## src/rtl/pipe_hazard_ctrl_pkg.sv

```systemverilog
// pipe_ctrl_pkg
// Shared definitions for the pipeline hazard controller:
//   pc_state_e     - controller FSM states (RUN / DRAIN / REDIRECT)
//   STG_*          - bit index of each stage register in the stall/flush vectors
//   NUM_STAGE_REGS - number of pipeline stage registers (IF_ID .. MEM_WB)
//   stage_mask_t   - one bit per stage register
//   stg_bit()      - builds a one-hot mask for a single stage register
package pipe_ctrl_pkg;

    localparam int NUM_STAGE_REGS = 4;

    localparam int STG_IF_ID  = 0;
    localparam int STG_ID_EX  = 1;
    localparam int STG_EX_MEM = 2;
    localparam int STG_MEM_WB = 3;

    typedef enum logic [1:0] {
        RUN      = 2'd0,
        DRAIN    = 2'd1,
        REDIRECT = 2'd2
    } pc_state_e;

    typedef logic [NUM_STAGE_REGS-1:0] stage_mask_t;

    function automatic stage_mask_t stg_bit(input int idx);
        return stage_mask_t'(1) << idx;
    endfunction

    // Everything upstream of MEM_WB, i.e. the registers a trap throws away
    // while the outstanding memory access is allowed to finish.
    localparam stage_mask_t MASK_NONE     = '0;
    localparam stage_mask_t MASK_ALL      = '1;
    localparam stage_mask_t MASK_FRONT3   = stg_bit(STG_IF_ID) | stg_bit(STG_ID_EX) | stg_bit(STG_EX_MEM);
    localparam stage_mask_t MASK_FRONT2   = stg_bit(STG_IF_ID) | stg_bit(STG_ID_EX);

endpackage

```

## src/rtl/pipe_hazard_ctrl_if.sv

```systemverilog
// pipe_hazard_ctrl_if
// Bundles the hazard-detection inputs coming from the pipeline stages and the
// stall/flush/redirect controls going back to them.
//   master modport : pipeline side (drives stage status, receives controls)
//   slave modport  : hazard controller (reads stage status, drives controls)
interface pipe_hazard_ctrl_if #(
    parameter int REG_ADDR_W = 5,
    parameter int PC_W       = 32
);

    logic                  id_valid;
    logic                  id_rs1_en;
    logic                  id_rs2_en;
    logic [REG_ADDR_W-1:0] id_rs1_addr;
    logic [REG_ADDR_W-1:0] id_rs2_addr;

    logic                  ex_valid;
    logic                  ex_is_load;
    logic [REG_ADDR_W-1:0] ex_rw_addr;
    logic                  ex_busy;
    logic                  ex_br_taken;
    logic [PC_W-1:0]       ex_br_target;

    logic                  mem_busy;

    logic                  wb_excp;
    logic                  wb_ertn;
    logic [PC_W-1:0]       wb_excp_target;
    logic [PC_W-1:0]       wb_ertn_target;

    logic [3:0]            stall;
    logic [3:0]            flush;
    logic                  redirect_valid;
    logic [PC_W-1:0]       redirect_pc;

    modport master (
        output id_valid, id_rs1_en, id_rs2_en, id_rs1_addr, id_rs2_addr,
        output ex_valid, ex_is_load, ex_rw_addr, ex_busy, ex_br_taken, ex_br_target,
        output mem_busy,
        output wb_excp, wb_ertn, wb_excp_target, wb_ertn_target,
        input  stall, flush, redirect_valid, redirect_pc
    );

    modport slave (
        input  id_valid, id_rs1_en, id_rs2_en, id_rs1_addr, id_rs2_addr,
        input  ex_valid, ex_is_load, ex_rw_addr, ex_busy, ex_br_taken, ex_br_target,
        input  mem_busy,
        input  wb_excp, wb_ertn, wb_excp_target, wb_ertn_target,
        output stall, flush, redirect_valid, redirect_pc
    );

endinterface

```

## src/rtl/pipe_hazard_ctrl_perf.sv

```systemverilog
// pipe_hazard_perf
// Hazard performance counters, only instantiated when PIPE_HAZARD_PERF_EN
// is defined. All counters wrap modulo 2^CNT_W.
//   clk, rst     : clock, async active-high reset
//   stall_evt    : some stage register is stalled this cycle
//   redirect_evt : a branch or exception redirect is issued this cycle
//   lu_evt       : a load-use stall is applied this cycle
//   stall_cyc, flush_cnt, lu_cnt : counter values
module pipe_hazard_perf #(
    parameter int CNT_W = 32
) (
    input  logic             clk,
    input  logic             rst,
    input  logic             stall_evt,
    input  logic             redirect_evt,
    input  logic             lu_evt,
    output logic [CNT_W-1:0] stall_cyc,
    output logic [CNT_W-1:0] flush_cnt,
    output logic [CNT_W-1:0] lu_cnt
);

    always_ff @(posedge clk or posedge rst) begin
        if (rst) begin
            stall_cyc <= '0;
            flush_cnt <= '0;
            lu_cnt    <= '0;
        end else begin
            if (stall_evt)    stall_cyc <= stall_cyc + CNT_W'(1);
            if (redirect_evt) flush_cnt <= flush_cnt + CNT_W'(1);
            if (lu_evt)       lu_cnt    <= lu_cnt + CNT_W'(1);
        end
    end

endmodule

```

## src/rtl/pipe_hazard_ctrl.sv

```systemverilog
// pipe_hazard_ctrl
// Central stall/flush/redirect controller for the IF_ID, ID_EX, EX_MEM and
// MEM_WB stage registers. Resolves load-use hazards, multi-cycle EX ops,
// memory waits and taken branches, and sequences exception/ertn redirects
// through RUN -> (DRAIN) -> REDIRECT so an outstanding memory access
// completes before fetch is restarted.
// Ports:
//   clk, rst : clock, asynchronous active-high reset
//   hz       : pipe_hazard_ctrl_if.slave (stage status in, stall/flush/redirect out)
//   perf_stall_cyc, perf_flush_cnt, perf_lu_cnt : counters, only when the
//              macro PIPE_HAZARD_PERF_EN is defined
module pipe_hazard_ctrl
    import pipe_ctrl_pkg::*;
#(
    parameter int REG_ADDR_W = 5,
    parameter int PC_W       = 32,
    parameter int CNT_W      = 32
) (
    input  logic                   clk,
    input  logic                   rst,
    pipe_hazard_ctrl_if.slave      hz
`ifdef PIPE_HAZARD_PERF_EN
    ,
    output logic [CNT_W-1:0]       perf_stall_cyc,
    output logic [CNT_W-1:0]       perf_flush_cnt,
    output logic [CNT_W-1:0]       perf_lu_cnt
`endif
);

    localparam logic [1:0] S_RUN      = RUN;
    localparam logic [1:0] S_DRAIN    = DRAIN;
    localparam logic [1:0] S_REDIRECT = REDIRECT;

    logic [1:0]            state_q;
    logic [1:0]            state_d;
    logic [PC_W-1:0]       tgt_q;

    logic [REG_ADDR_W-1:0] ex_rd;
    logic                  trap;
    logic                  load_use;

    stage_mask_t           hold_c;
    stage_mask_t           clear_c;
    logic                  redir_c;
    logic [PC_W-1:0]       redir_pc_c;
    logic                  latch_tgt;
    logic                  lu_sel;

    assign ex_rd = hz.ex_rw_addr;
    assign trap  = hz.wb_excp | hz.wb_ertn;

    // r0 is hardwired, so a load targeting it never creates a dependency.
    assign load_use = hz.id_valid & hz.ex_valid & hz.ex_is_load & (ex_rd != '0) &
                      ((hz.id_rs1_en & (hz.id_rs1_addr == ex_rd)) |
                       (hz.id_rs2_en & (hz.id_rs2_addr == ex_rd)));

    // Hazard resolution and next-state selection. In RUN the if/else chain
    // encodes the priority order; DRAIN deliberately ignores new traps.
    always_comb begin
        hold_c     = MASK_NONE;
        clear_c    = MASK_NONE;
        redir_c    = 1'b0;
        redir_pc_c = '0;
        state_d    = state_q;
        latch_tgt  = 1'b0;
        lu_sel     = 1'b0;
        case (state_q)
            S_RUN: begin
                if (trap) begin
                    latch_tgt = 1'b1;
                    if (hz.mem_busy) begin
                        clear_c = MASK_FRONT3;
                        hold_c  = stg_bit(STG_MEM_WB);
                        state_d = S_DRAIN;
                    end else begin
                        clear_c = MASK_ALL;
                        state_d = S_REDIRECT;
                    end
                end else if (hz.mem_busy) begin
                    // WB gets a bubble while everything upstream (including
                    // a resolved branch in EX) waits in place.
                    hold_c  = MASK_FRONT3;
                    clear_c = stg_bit(STG_MEM_WB);
                end else if (hz.ex_valid & hz.ex_br_taken) begin
                    clear_c    = MASK_FRONT2;
                    redir_c    = 1'b1;
                    redir_pc_c = hz.ex_br_target;
                end else if (hz.ex_busy) begin
                    hold_c  = MASK_FRONT2;
                    clear_c = stg_bit(STG_EX_MEM);
                end else if (load_use) begin
                    hold_c  = stg_bit(STG_IF_ID);
                    clear_c = stg_bit(STG_ID_EX);
                    lu_sel  = 1'b1;
                end
            end
            S_DRAIN: begin
                clear_c = MASK_FRONT3;
                hold_c  = stg_bit(STG_MEM_WB);
                if (!hz.mem_busy) begin
                    state_d = S_REDIRECT;
                end
            end
            S_REDIRECT: begin
                clear_c    = MASK_ALL;
                redir_c    = 1'b1;
                redir_pc_c = tgt_q;
                state_d    = S_RUN;
            end
            default: begin
                state_d = S_RUN;
            end
        endcase
    end

    // Controller state and the latched trap target; wb_excp wins over
    // wb_ertn when both commit together.
    always_ff @(posedge clk or posedge rst) begin
        if (rst) begin
            state_q <= S_RUN;
            tgt_q   <= '0;
        end else begin
            state_q <= state_d;
            if (latch_tgt) begin
                tgt_q <= hz.wb_excp ? hz.wb_excp_target : hz.wb_ertn_target;
            end
        end
    end

    // Outputs are forced quiet while reset is held so a reset pulse silences
    // the pipeline immediately, even with mem_busy still asserted.
    // Flush overrides stall on any bit where both would be set.
    assign hz.stall          = rst ? 4'b0000 : (hold_c & ~clear_c);
    assign hz.flush          = rst ? 4'b0000 : clear_c;
    assign hz.redirect_valid = rst ? 1'b0 : redir_c;
    assign hz.redirect_pc    = rst ? '0 : redir_pc_c;

`ifdef PIPE_HAZARD_PERF_EN
    pipe_hazard_perf #(
        .CNT_W (CNT_W)
    ) u_perf (
        .clk          (clk),
        .rst          (rst),
        .stall_evt    (~rst & (|(hold_c & ~clear_c))),
        .redirect_evt (~rst & redir_c),
        .lu_evt       (~rst & lu_sel),
        .stall_cyc    (perf_stall_cyc),
        .flush_cnt    (perf_flush_cnt),
        .lu_cnt       (perf_lu_cnt)
    );
`else
    localparam int unused_cnt_w = CNT_W;
`endif

endmodule

```

## src/flat_wrapper.sv

```systemverilog
// flat-port wrapper written by rule: the top's interface ports become plain ports
module pipe_hazard_ctrl_flat import pipe_ctrl_pkg::*;
#(
    parameter int REG_ADDR_W = 5,
    parameter int PC_W       = 32,
    parameter int CNT_W      = 32
)
  (clk, rst, hz_id_valid, hz_id_rs1_en, hz_id_rs2_en, hz_id_rs1_addr, hz_id_rs2_addr, hz_ex_valid, hz_ex_is_load, hz_ex_rw_addr, hz_ex_busy, hz_ex_br_taken, hz_ex_br_target, hz_mem_busy, hz_wb_excp, hz_wb_ertn, hz_wb_excp_target, hz_wb_ertn_target, hz_stall, hz_flush, hz_redirect_valid, hz_redirect_pc);
  pipe_hazard_ctrl_if #(.REG_ADDR_W(REG_ADDR_W), .PC_W(PC_W)) hz_i ();
  input  logic clk;
  input  logic rst;
  input wire logic [$bits(hz_i.id_valid)-1:0] hz_id_valid;
  input wire logic [$bits(hz_i.id_rs1_en)-1:0] hz_id_rs1_en;
  input wire logic [$bits(hz_i.id_rs2_en)-1:0] hz_id_rs2_en;
  input wire logic [$bits(hz_i.id_rs1_addr)-1:0] hz_id_rs1_addr;
  input wire logic [$bits(hz_i.id_rs2_addr)-1:0] hz_id_rs2_addr;
  input wire logic [$bits(hz_i.ex_valid)-1:0] hz_ex_valid;
  input wire logic [$bits(hz_i.ex_is_load)-1:0] hz_ex_is_load;
  input wire logic [$bits(hz_i.ex_rw_addr)-1:0] hz_ex_rw_addr;
  input wire logic [$bits(hz_i.ex_busy)-1:0] hz_ex_busy;
  input wire logic [$bits(hz_i.ex_br_taken)-1:0] hz_ex_br_taken;
  input wire logic [$bits(hz_i.ex_br_target)-1:0] hz_ex_br_target;
  input wire logic [$bits(hz_i.mem_busy)-1:0] hz_mem_busy;
  input wire logic [$bits(hz_i.wb_excp)-1:0] hz_wb_excp;
  input wire logic [$bits(hz_i.wb_ertn)-1:0] hz_wb_ertn;
  input wire logic [$bits(hz_i.wb_excp_target)-1:0] hz_wb_excp_target;
  input wire logic [$bits(hz_i.wb_ertn_target)-1:0] hz_wb_ertn_target;
  output wire logic [$bits(hz_i.stall)-1:0] hz_stall;
  output wire logic [$bits(hz_i.flush)-1:0] hz_flush;
  output wire logic [$bits(hz_i.redirect_valid)-1:0] hz_redirect_valid;
  output wire logic [$bits(hz_i.redirect_pc)-1:0] hz_redirect_pc;
  assign hz_i.id_valid = hz_id_valid;
  assign hz_i.id_rs1_en = hz_id_rs1_en;
  assign hz_i.id_rs2_en = hz_id_rs2_en;
  assign hz_i.id_rs1_addr = hz_id_rs1_addr;
  assign hz_i.id_rs2_addr = hz_id_rs2_addr;
  assign hz_i.ex_valid = hz_ex_valid;
  assign hz_i.ex_is_load = hz_ex_is_load;
  assign hz_i.ex_rw_addr = hz_ex_rw_addr;
  assign hz_i.ex_busy = hz_ex_busy;
  assign hz_i.ex_br_taken = hz_ex_br_taken;
  assign hz_i.ex_br_target = hz_ex_br_target;
  assign hz_i.mem_busy = hz_mem_busy;
  assign hz_i.wb_excp = hz_wb_excp;
  assign hz_i.wb_ertn = hz_wb_ertn;
  assign hz_i.wb_excp_target = hz_wb_excp_target;
  assign hz_i.wb_ertn_target = hz_wb_ertn_target;
  assign hz_stall = hz_i.stall;
  assign hz_flush = hz_i.flush;
  assign hz_redirect_valid = hz_i.redirect_valid;
  assign hz_redirect_pc = hz_i.redirect_pc;
  pipe_hazard_ctrl #(.REG_ADDR_W(REG_ADDR_W), .PC_W(PC_W), .CNT_W(CNT_W)) u_core (.clk(clk), .rst(rst), .hz(hz_i));
endmodule
```

## config.mk

```make
export PLATFORM = sky130hd
export DESIGN_NAME = pipe_hazard_ctrl_flat
export DESIGN_NICKNAME = d
export VERILOG_FILES = /design/src/rtl/pipe_hazard_ctrl_pkg.sv /design/src/rtl/pipe_hazard_ctrl_if.sv /design/src/rtl/pipe_hazard_ctrl_perf.sv /design/src/rtl/pipe_hazard_ctrl.sv /design/src/flat_wrapper.sv
export SDC_FILE = /design/constraint.sdc
export NUM_CORES = 1
export LEC_CHECK = 0
export ABC_CLOCK_PERIOD_IN_PS = 2500
export CAP_MARGIN = 20
export CORE_ASPECT_RATIO = 0.9
export CORE_UTILIZATION = 38
export DETAILED_ROUTE_END_ITERATION = 12
export GPL_ROUTABILITY_DRIVEN = 0
export HOLD_SLACK_MARGIN = 0.1
export PLACE_DENSITY = 0.82
export SETUP_SLACK_MARGIN = 0.2
export SYNTH_ARGS = -nofsm -noshare
export SYNTH_HDL_FRONTEND = slang
export SYNTH_SLANG_ARGS = --single-unit
```

## constraint.sdc

```tcl
create_clock -name clk -period 2.5 [get_ports clk]
set_input_delay 0.375 -clock clk [delete_from_list [all_inputs] [get_ports clk]]
set_output_delay 0.375 -clock clk [all_outputs]
set_load 0.02 [all_outputs]
```

==> summary.md, run 1 <==
| Metric | Value |
|---|---|
| Area leader, netlist | dfrtp_1 |
| Layout area overhead | 73.9% |
| R2r setup slk | roughly 850 ps |
| Worst-Margin Slew | between 600 and 700 ps |
| Remaining Overflow, GRT | 0 |
| Util after Layout | 0.692 |
| CP max stage cell | dfrtp_1 |
| Layout Skew | 3.51 ps |
| Critical Path AT | 1890 ps |
| Internal Pwr Total | approximately 2000 uW |
| Routed len/inst | ~16 um |
| Max-slew headroom | 0.583 |
| Net Switching | 1470 uW |
| Worst setup EP type | primary output |
| TritonCTS clock tree | built |
| Starting Density | 0.398 |
| Flops & latches, synth | 34 |
| 1st-iter DRT viols | approximately 110 |
| Ratio of cells with drive above 1 in the final layout | 0.302 |
| GRT Util Overall | 0.239 |
| Multi-input logic area | approximately 1600 um^2 |
| Max Buffers Root-to-Sink | 2 |
| First-pass DRT Iterations | 4 |
| Global-route wire length before repair | around 14,000 um |
| Synth cell count leaders | 35 x nand2_1, 35 x o21ai_1, 34 x dfrtp_1, 32 x mux2i_1, 29 x a22oi_2 |
| DP Area | 4500 um^2 |
| Synth unique cells | 37 |
| Main synth FF type | dfrtp_1 |
| Root Buffer | clkbuf_8 |
| # port buffers | roughly 160 |
| Leak | approximately 0.0020 uW |
| Status | complete, no violations |
| Fmax | around 440 MHz |
| Die ar. | roughly 7300 um^2 |
| Routed wire length | around 9000 um |
| Endpoints failing setup | 0 |
| N_diodes | 0 |
| Syn Area/Cell | between 9 and 10 um^2 |
| Final Critical Period | approximately 2300 ps |
| TNS Setup | 0 ps |
| CP max FO | 7 |
| Ys async rst share | 1.00 |
| Nets | 591 |
| Min-Delay Path Class | register to register |
| Pwr dens | 749 nW/um^2 |
| RSZ-0062 raised after global routing | yes |
| Row cnt | 28 |
| Initial antenna violation count | 0 |
| Hold Buf Count CTS | 0 |
| Syn Nets | a little over 400 |
| Sw frac | 0.425 |
| Drc violations | 0 |
| Crit. Startpoint | u_core.state_q[0]$_DFFE_PP0P_ |
| Dpl ws | -198 ps |
| Worst setup SP type | register |
| Final Hold Fails | 0 |
| Yosys warnings | 0 |
| Clock buffer count from CTS | 5 |
| Final Instance Area | around 4600 um^2 |
| Final period util | 0.905 |
| Die Y-Extent | ~81 um |
| Core area | about 6700 um^2 |
| Worst-skew pair later-pin latency | about 280 ps |
| IO Count | ~160 |
| Vias per Instance | between 5 and 6 |
| Slew Limit Fails | 0 |
| Setup CP Type | register to primary output |
| CTS Sinks | 34 |
| Post-DP HPWL | 6640 um |
| Largest net degree at the start of global routing | between 60 and 70 |
| Die Wd | around 90 um |
| Number of synthesized flops with an enable pin | 0 |
| Hold Startpoint | u_core.tgt_q[1]$_DFFE_PP0P_ |
| Reg power frac | 0.293 |
| Number of global-route vias before repair | around 2,900 |
| Clk pwr share | 0.124 |
| Clock Pin Slew Worst Setup and Hold Paths | 70 ps |
| Final worst setup slack | 237 ps |
| Area contributors post-synth | dfrtp_1 32%, a22oi_2 14%, mux2i_1 12% |
| Combinational power share | 0.583 |
| CP required | roughly 2100 ps |
| Synth top area share | 0.321 |
| Mapped Area | roughly 2600 um^2 |
| Sequential element share of the synthesized area | 0.321 |
| CTS H-tree lvls | 2 |
| R2R Path Start | u_core.state_q[0]$_DFFE_PP0P_ |
| Synth Instances | between 200 and 300 |
| Count of maximum capacitance violations | 0 |
| Fill count | ~570 |
| Routed vias | 2,770 |
| Worst path max stage delay | 390 ps |
| FF+latch area | ~850 um^2 |
| Post-route ant nets | 0 |
| Crit path cell chain | inv_2, ha_4, nand4b_1, buf_6, nor2_8, bufbuf_16, a22oi_2, nor2_1, buf_4 |
| Peak supply drop | approximately 0.44 mV |
==> cells by family after synthesis <==
family | after synthesis | share of synthesized area
AOI/OAI and AO/OA | 82 | 0.256
xor gates and xnor gates | 10 | 0.0331
adders and majority gates | 6 | 0.0283
buffers and inverters | 32 | 0.0803
DFF | 34 | 0.321
muxes | 32 | 0.121
and+or+nand+nor | 88 | 0.161
==> power groups by stage <==
stage | Sequential (uW) | Clock [uW] | Combinational (uW)
CTS | 1000 | 446 | 1960
floorplan | 979 | 0 | 1290
global route | 1040 | 469 | 2190
global placement | 999 | 0 | 1960
finish | 1010 | 428 | 2010
detailed placement | 1010 | 0 | 2020
==> area by class of cell <==
type,count,area share
Clock buffer,6,0.0179
Clock inverter,2,0.00272
Inverter,9,0.00815
Multi-Input combinational cell,218,0.356
Sequential cell,34,0.185
Tap cell,90,0.0244
Timing Repair Buffer,194,0.406
==> placed cells by master, fill, tap and decap left out, types with 3 or more instances in the layout <==
cell type,netlist,layout
buf_2,11,11
inv_2,1,3
nor2_1,22,22
a22oi_2,29,29
nand2_1,35,35
clkdlybuf4s50_1,0,121
xor2_1,8,8
inv_1,8,5
buf_12,0,5
dfrtp_1,34,34
mux2i_1,32,32
a21oi_1,5,5
buf_6,9,9
nor2_2,15,15
o21ai_1,35,34
nand3_1,3,3
clkbuf_8,0,6
buf_4,0,41
clkbuf_2,0,3
ha_1,6,4
a22oi_1,4,4
==> stage by stage <==
step           hold slack [ps]  std cells  power (uW)
2_1_floorplan              324        284        2260
3_3_place_gp               467        541        2960
3_5_place_dp               480        541        3030
4_1_cts                    497        553        3410
5_1_grt                    536        553        3690
6_report                   498        553        3450
==> final timing paths <==
check,cells after the start,end
worst max-delay path,9,hz_redirect_pc[8]
worst min-delay path,2,u_core.tgt_q[1]$_DFFE_PP0P_
worst max register to register,6,u_core.tgt_q[12]$_DFFE_PP0P_
worst min register to register,2,u_core.tgt_q[1]$_DFFE_PP0P_
max in group asynchronous,4,u_core.tgt_q[11]$_DFFE_PP0P_
min in group asynchronous,4,u_core.state_q[1]$_DFFE_PP0P_
==> registers in the layout, summed over array words and instances (netlist names) <==
signal          count
u_core.tgt_q       32
u_core.state_q      2
==> what timing repair did <==
action,CTS,global route
endpoints found under the setup margin,41,40
gates resized for setup,146,56
setup buffers,2,0
gates cloned,2,0
pin swaps,0,3
endpoints found under the hold margin,0,0
==> critical path, delay by kind of cell (launching register included) <==
kind,cells,cell delay (ps)
AND/OR/NAND/NOR,3,340
adder cells (fa/ha/maj),1,140
AO/OA/AOI/OAI,1,60
buffers and inverters,4,670
flip-flops,1,390
==> metal layers <==
| metal | track usage | part of all wire | vias up |
|---|---|---|---|
| met5 | 0 | 0 | - |
| met2 | 0.444 | 0.51 | 105 |
| li1 | - | - | 1356 |
| met4 | 0.0677 | 0.013 | 0 |
| met3 | 0.0459 | 0.055 | 10 |
| met1 | 0.283 | 0.42 | 1299 |
(Power assumes the default switching activity.)
==> inputs of run 2 (changes only) <==
- ABC_CLOCK_PERIOD_IN_PS: 2500 -> 2050
- CORE_UTILIZATION: 38 -> 34
- CTS_CLUSTER_SIZE: default -> 14
- MAX_ROUTING_LAYER: default -> met4
- PLACE_DENSITY: 0.82 -> 0.78
- clock period: 2.5 -> 2.05 ns (I/O delays scaled with it)
==> run 2 against run 1 <==
Against the previous run: the flow now finishes with violations (negative setup slack); core utilization up 2.1 points; die area up 11%; largest power group unchanged; critical path depth up 2; wire length up 8.8%; highest routed layer unchanged; first-iteration DRC count up 7.5%; hold slack worse by 180 ps.
==> summary.md, run 2 (synthesized netlist as in run 1, its figures left out) <==
| Metric | Value |
|---|---|
| Post-DP HPWL | ~6700 um |
| Endpoints failing setup | 40 |
| Routed vias | just under 3,000 |
| Max FFs per register | 32 |
| Failing checks | negative setup slack |
| Global-route wire length before repair | ~15,000 um |
| Busiest layer in global routing | met2 |
| Die Y-Extent | 85.7 um |
| Final Critical Period | 2290 ps |
| FF-to-FF path depth | 8 |
| Dpl ws | -557 ps |
| DP Area | ~4800 um^2 |
| Clock Pin Slew Worst Setup and Hold Paths | ~70 ps |
| 1st-iter DRT viols | 114 |
| Largest net degree at the start of global routing | between 60 and 70 |
| Min-Delay Path Class | primary input to asynchronous set/reset pin |
| GRT Util Overall | 0.248 |
| Met3 usage | 0.0550 |
| Nets | 609 |
| Layout area overhead | 103% |
| Setup CP Type | register to primary output |
| Final period util | 1.12 |
| First-pass DRT Iterations | 4 |
| RSZ-0062 raised after global routing | yes |
| Worst setup SP type | register |
| # port buffers | 163 |
| Grt met2 use | 0.445 |
| Post-route ant nets | 0 |
| Layout Skew | between 6 and 7 ps |
| IO Count | around 160 |
| Pwr dens | 956 nW/um^2 |
| Worst setup EP type | primary output |
| Status | finished with violations |
| Routed len/inst | 16.5 um |
| Ratio of cells with drive above 1 in the final layout | 0.403 |
| Vias per Instance | 5.08 |
| GR Util met1 | 0.277 |
| Remaining Overflow, GRT | 0 |
| CP max FO | 8 |
| Leak | ~0.0022 uW |
| Final Instance Area | 5380 um^2 |
| CTS Sinks | 34 |
| Slew Limit Fails | 0 |
| Final worst setup slack | -236 ps |
| Hold Buf Count CTS | 0 |
| Final Hold Fails | 0 |
| FF+latch area | ~850 um^2 |
| Max-slew headroom | 0.618 |
| Fill count | 546 |
| Root Buffer | clkbuf_8 |
| Clock buffer count from CTS | 5 |
| Starting Density | 0.351 |
| Multi-input logic area | approximately 2000 um^2 |
| Peak supply drop | 0.502 mV |
| Worst-skew pair later-pin latency | roughly 290 ps |
| Drc violations | 0 |
| Fmax | ~440 MHz |
| Commonest non-fill, non-tap cell in the layout | clkdlybuf4s50_1 |
| Initial antenna violation count | 1 |
| Routed wire length | 9510 um |
| Count of maximum capacitance violations | 0 |
| Die Wd | around 95 um |
| Largest regs | u_core.tgt_q: 32 flops, u_core.state_q: 2 flops |
| Most frequent cells in the layout | 116 x clkdlybuf4s50_1, 44 x buf_6, 35 x nand2_1 |
| TritonCTS clock tree | built |
| Worst-Margin Slew | between 500 and 600 ps |
| CTS H-tree lvls | 2 |
| Die ar. | 8150 um^2 |
| Critical Path AT | ~2000 ps |
| CP required | roughly 1700 ps |
| Max Buffers Root-to-Sink | 2 |
| Number of global-route vias before repair | ~3,200 |
| Core area | roughly 7500 um^2 |
| Row cnt | 30 |
| Largest Register | u_core.tgt_q |
run 2: report_power, final:
part | switching (uW) | internal [uW]
logic | 1730 | 1640
registers | 240 | 1010
clock network | 251 | 271
run 2: worst paths after layout:
path                       slack, ps                           from                            end
setup / recovery                -240  u_core.state_q[0]$_DFFE_PP0P_             hz_redirect_pc[27]
hold / removal                   320                            rst   u_core.tgt_q[16]$_DFFE_PP0P_
setup reg to reg                 380  u_core.state_q[0]$_DFFE_PP0P_   u_core.tgt_q[16]$_DFFE_PP0P_
hold reg to reg                  510   u_core.tgt_q[13]$_DFFE_PP0P_   u_core.tgt_q[13]$_DFFE_PP0P_
max in group asynchronous       1310                            rst  u_core.state_q[1]$_DFFE_PP0P_
min in group clk                 510   u_core.tgt_q[13]$_DFFE_PP0P_   u_core.tgt_q[13]$_DFFE_PP0P_
run 2: layout make-up:
| cell class | count | share of cell area |
|---|---|---|
| well taps | 96 | 0.0223 |
| multi-input cells | 218 | 0.369 |
| diodes | 1 | 0.000465 |
| clock inverters | 1 | 0.000931 |
| clock buffers | 7 | 0.0161 |
| repair buffers | 212 | 0.426 |
| flip-flops and latches | 34 | 0.158 |
| inverters | 9 | 0.00791 |
run 2: timing repair:
item,4_1_cts,5_1_grt
resized for setup,272,16
endpoints found under the setup margin,41,42
pin swaps,21,13
gates cloned,4,0
buffers inserted,9,6
run 2: worst max-delay path: stages, from the launching register on:
cell      delay, ps
dfrtp_1         410
inv_2           100
ha_4            140
nand4b_1        130
buf_6           170
nor2_8          110
buf_6           120
buf_12           90
buf_16          120
a22oi_2          70
nor2_4          120
buf_6           120
run 2: through the flow:
step / util / hold slack, ps / TNS, ps / cells / power (uW)
after floorplan: - / 261 / 0 / 284 / 3090
after global placement: 0.635 / 472 / -20770 / 550 / 3980
after detailed placement: 0.635 / 481 / -20980 / 550 / 4050
after CTS: 0.695 / 308 / -3630 / 571 / 4860
after global routing: 0.713 / 322 / -10460 / 578 / 5480
final: 0.713 / 318 / -6580 / 578 / 5140
run 2: routing by layer:
| metal | up-vias | wire, um |
|---|---|---|
| li1 | 1397 | - |
| met1 | 1402 | 3690 |
| met2 | 116 | 5070 |
| met3 | 19 | 580 |
| met4 | 0 | 180 |
| met5 | - | 0 |
==> inputs of run 3 (changes only) <==
- CORE_MARGIN: default -> 4
- CORE_UTILIZATION: 34 -> 30
- PLACE_DENSITY: 0.78 -> 0.7
==> run 3 against run 2 <==
Against the previous run: the run still ends with negative setup slack left; cell area down 1.3%; setup slack better by 120 ps; final cell count up 2.8%; flip-flop and latch count unchanged; sequential share of layout area up 0.21 points; power down 0.56%; largest cell class unchanged.
==> summary.md, run 3 (synthesized netlist as in run 1, its figures left out) <==
| Metric | Value |
|---|---|
| Max-slew headroom | 0.604 |
| Worst-skew pair later-pin latency | about 280 ps |
| CP max FO | 3 |
| Number of global-route vias before repair | 2,965 |
| Die Wd | between 100 and 150 um |
| Critical Path AT | about 1900 ps |
| Nets | approximately 600 |
| Starting Density | 0.308 |
| Largest regs | u_core.tgt_q: 32 flops, u_core.state_q: 2 flops |
| Most frequent cells in the layout | 119 x clkdlybuf4s50_1, 45 x buf_6, 35 x nand2_1 |
| Layout Skew | approximately 4.5 ps |
| Min-Delay Path Class | register to register |
| FF-to-FF path depth | 8 |
| First-pass DRT Iterations | 4 |
| DP Area | 4830 um^2 |
| Hold Path Stages | 2 |
| Routed wire length | roughly 9300 um |
| Core area | between 8000 and 9000 um^2 |
| Layout area overhead | 100% |
| Global-route wire length before repair | roughly 15,000 um |
| Fmax | ~460 MHz |
| Die Y-Extent | approximately 97 um |
| Peak supply drop | 0.479 mV |
| Largest net degree at the start of global routing | 66 |
| Routed vias | between 2,000 and 3,000 |
| CP max stage cell | clkdlybuf4s50_1 |
| Endpoints failing setup | 37 |
| Vias per Instance | approximately 4.7 |
| Post-route ant nets | 0 |
| Final worst setup slack | -118 ps |
| Final Critical Period | between 2000 and 2500 ps |
| Pwr dens | ~960 nW/um^2 |
| IO Count | approximately 160 |
| Clock buffer count from CTS | 5 |
| Post-DP HPWL | slightly above 7000 um |
| RSZ-0062 raised after global routing | yes |
| Final Hold Fails | 0 |
| Crit path depth | 7 |
| Worst setup SP type | primary input |
| Die ar. | slightly above 10,000 um^2 |
| Crit path cell chain | clkdlybuf4s50_1, buf_4, a21boi_2, a21oi_2, o21ai_2, and3_1, clkdlybuf4s15_2 |
| Row cnt | 32 |
| Initial antenna violation count | 0 |
| Commonest non-fill, non-tap cell in the layout | clkdlybuf4s50_1 |
| Hold Buf Count CTS | 0 |
| Max FFs per register | 32 |
| Util after Layout | 0.617 |
| GRT Util Overall | 0.183 |
| Root Buffer | clkbuf_8 |
| R2r setup slk | between 200 and 250 ps |
| Clock Pin Slew Worst Setup and Hold Paths | around 70 ps |
| # port buffers | approximately 160 |
| Drc violations | 0 |
| Failing checks | negative setup slack |
| Status | finished with violations |
| TritonCTS clock tree | built |
| WP buf/inv | 3 |
| CTS Sinks | 34 |
| CP required | 1740 ps |
| Worst path max stage delay | between 400 and 500 ps |
| Max Buffers Root-to-Sink | 2 |
| Largest Register | u_core.tgt_q |
| Leak | 0.00212 uW |
| Setup CP Type | primary input to primary output |
| Final period util | 1.06 |
| Remaining Overflow, GRT | 0 |
| Worst path top cell family by delay | buffers and inverters |
| CTS H-tree lvls | 2 |
| Worst setup EP type | primary output |
| 1st-iter DRT viols | slightly below 80 |
| Routed len/inst | approximately 16 um |
| Cells after DPL | roughly 570 |
| Final Power | ~5100 uW |
| Ratio of cells with drive above 1 in the final layout | 0.392 |
| Count of maximum capacitance violations | 0 |
| Final Instance Area | around 5300 um^2 |
| Slew Limit Fails | 0 |
| Finished Layout Cells | 594 |
| Worst-Margin Slew | about 590 ps |
| N_diodes | 0 |
==> run 3: cell count changes in the layout (fill, tap and decap cells not counted), sizes merged <==
cell,previous run,this run
buf,91,84
dlygate4sd2,5,1
clkdlybuf4s50,116,119
bufinv,0,2
clkbuf,7,5
clkdlybuf4s15,0,1
diode,1,0
dlymetal6s2s,0,1
==> run 3: routing by layer <==
layer | share of wire | GRT usage
met1 | 0.42 | 0.215
met2 | 0.52 | 0.323
met3 | 0.049 | 0.0292
met4 | 0.015 | 0.0462
met5 | 0 | -
==> run 3: stage by stage <==
stage          hold WS (ps)  TNS [ps]  worst slack, ps
6_report                508     -2600             -118
3_5_place_dp            482    -21030             -564
2_1_floorplan           261         0             79.5
3_3_place_gp            470    -20910             -562
5_1_grt                 537     -6510             -213
4_1_cts                 499     -2920             -103
==> run 3: path summary, 6_finish.rpt <==
kind / start / end
max: hz_ex_valid / hz_flush[2]
min: u_core.tgt_q[12]$_DFFE_PP0P_ / u_core.tgt_q[12]$_DFFE_PP0P_
max reg2reg: u_core.state_q[1]$_DFFE_PP0P_ / u_core.tgt_q[6]$_DFFE_PP0P_
min reg2reg: u_core.tgt_q[12]$_DFFE_PP0P_ / u_core.tgt_q[12]$_DFFE_PP0P_
max in group asynchronous: rst / u_core.tgt_q[2]$_DFFE_PP0P_
min in group asynchronous: rst / u_core.tgt_q[21]$_DFFE_PP0P_
==> run 3: final cells by class <==
| type | count | area [um^2] |
|---|---|---|
| fillers | 718 | 3300 |
| repair buffers | 206 | 2190 |
| multi-input cells | 218 | 1940 |
| flip-flops and latches | 34 | 851 |
| well taps | 119 | 149 |
| clock buffers | 5 | 68.8 |
| clock inverters | 3 | 68.8 |
| inverters | 9 | 37.5 |
==> run 3: timing repair <==
| item | in CTS | in global routing |
|---|---|---|
| pin swaps | 11 | 15 |
| endpoints found under the setup margin | 41 | 41 |
| buffers inserted | 6 | 5 |
| gates cloned | 2 | 0 |
| resized for setup | 253 | 19 |
==> run 3: power breakdown <==
group	total [uW]	leakage, uW	internal [uW]	switching (uW)
Clock	745	0.0000683	487	258
Sequential	1240	0.000417	1010	231
Combinational	3130	0.00163	1520	1610
Total	5110	0.00212	3010	2100
==> run 3: tightest hold or removal path, delay by kind of cell, from the launching register on <==
| kind | cells | cell delay, ps |
|---|---|---|
| flops | 1 | 360 |
| compound gates | 1 | 60 |
| simple gates | 1 | 50 |
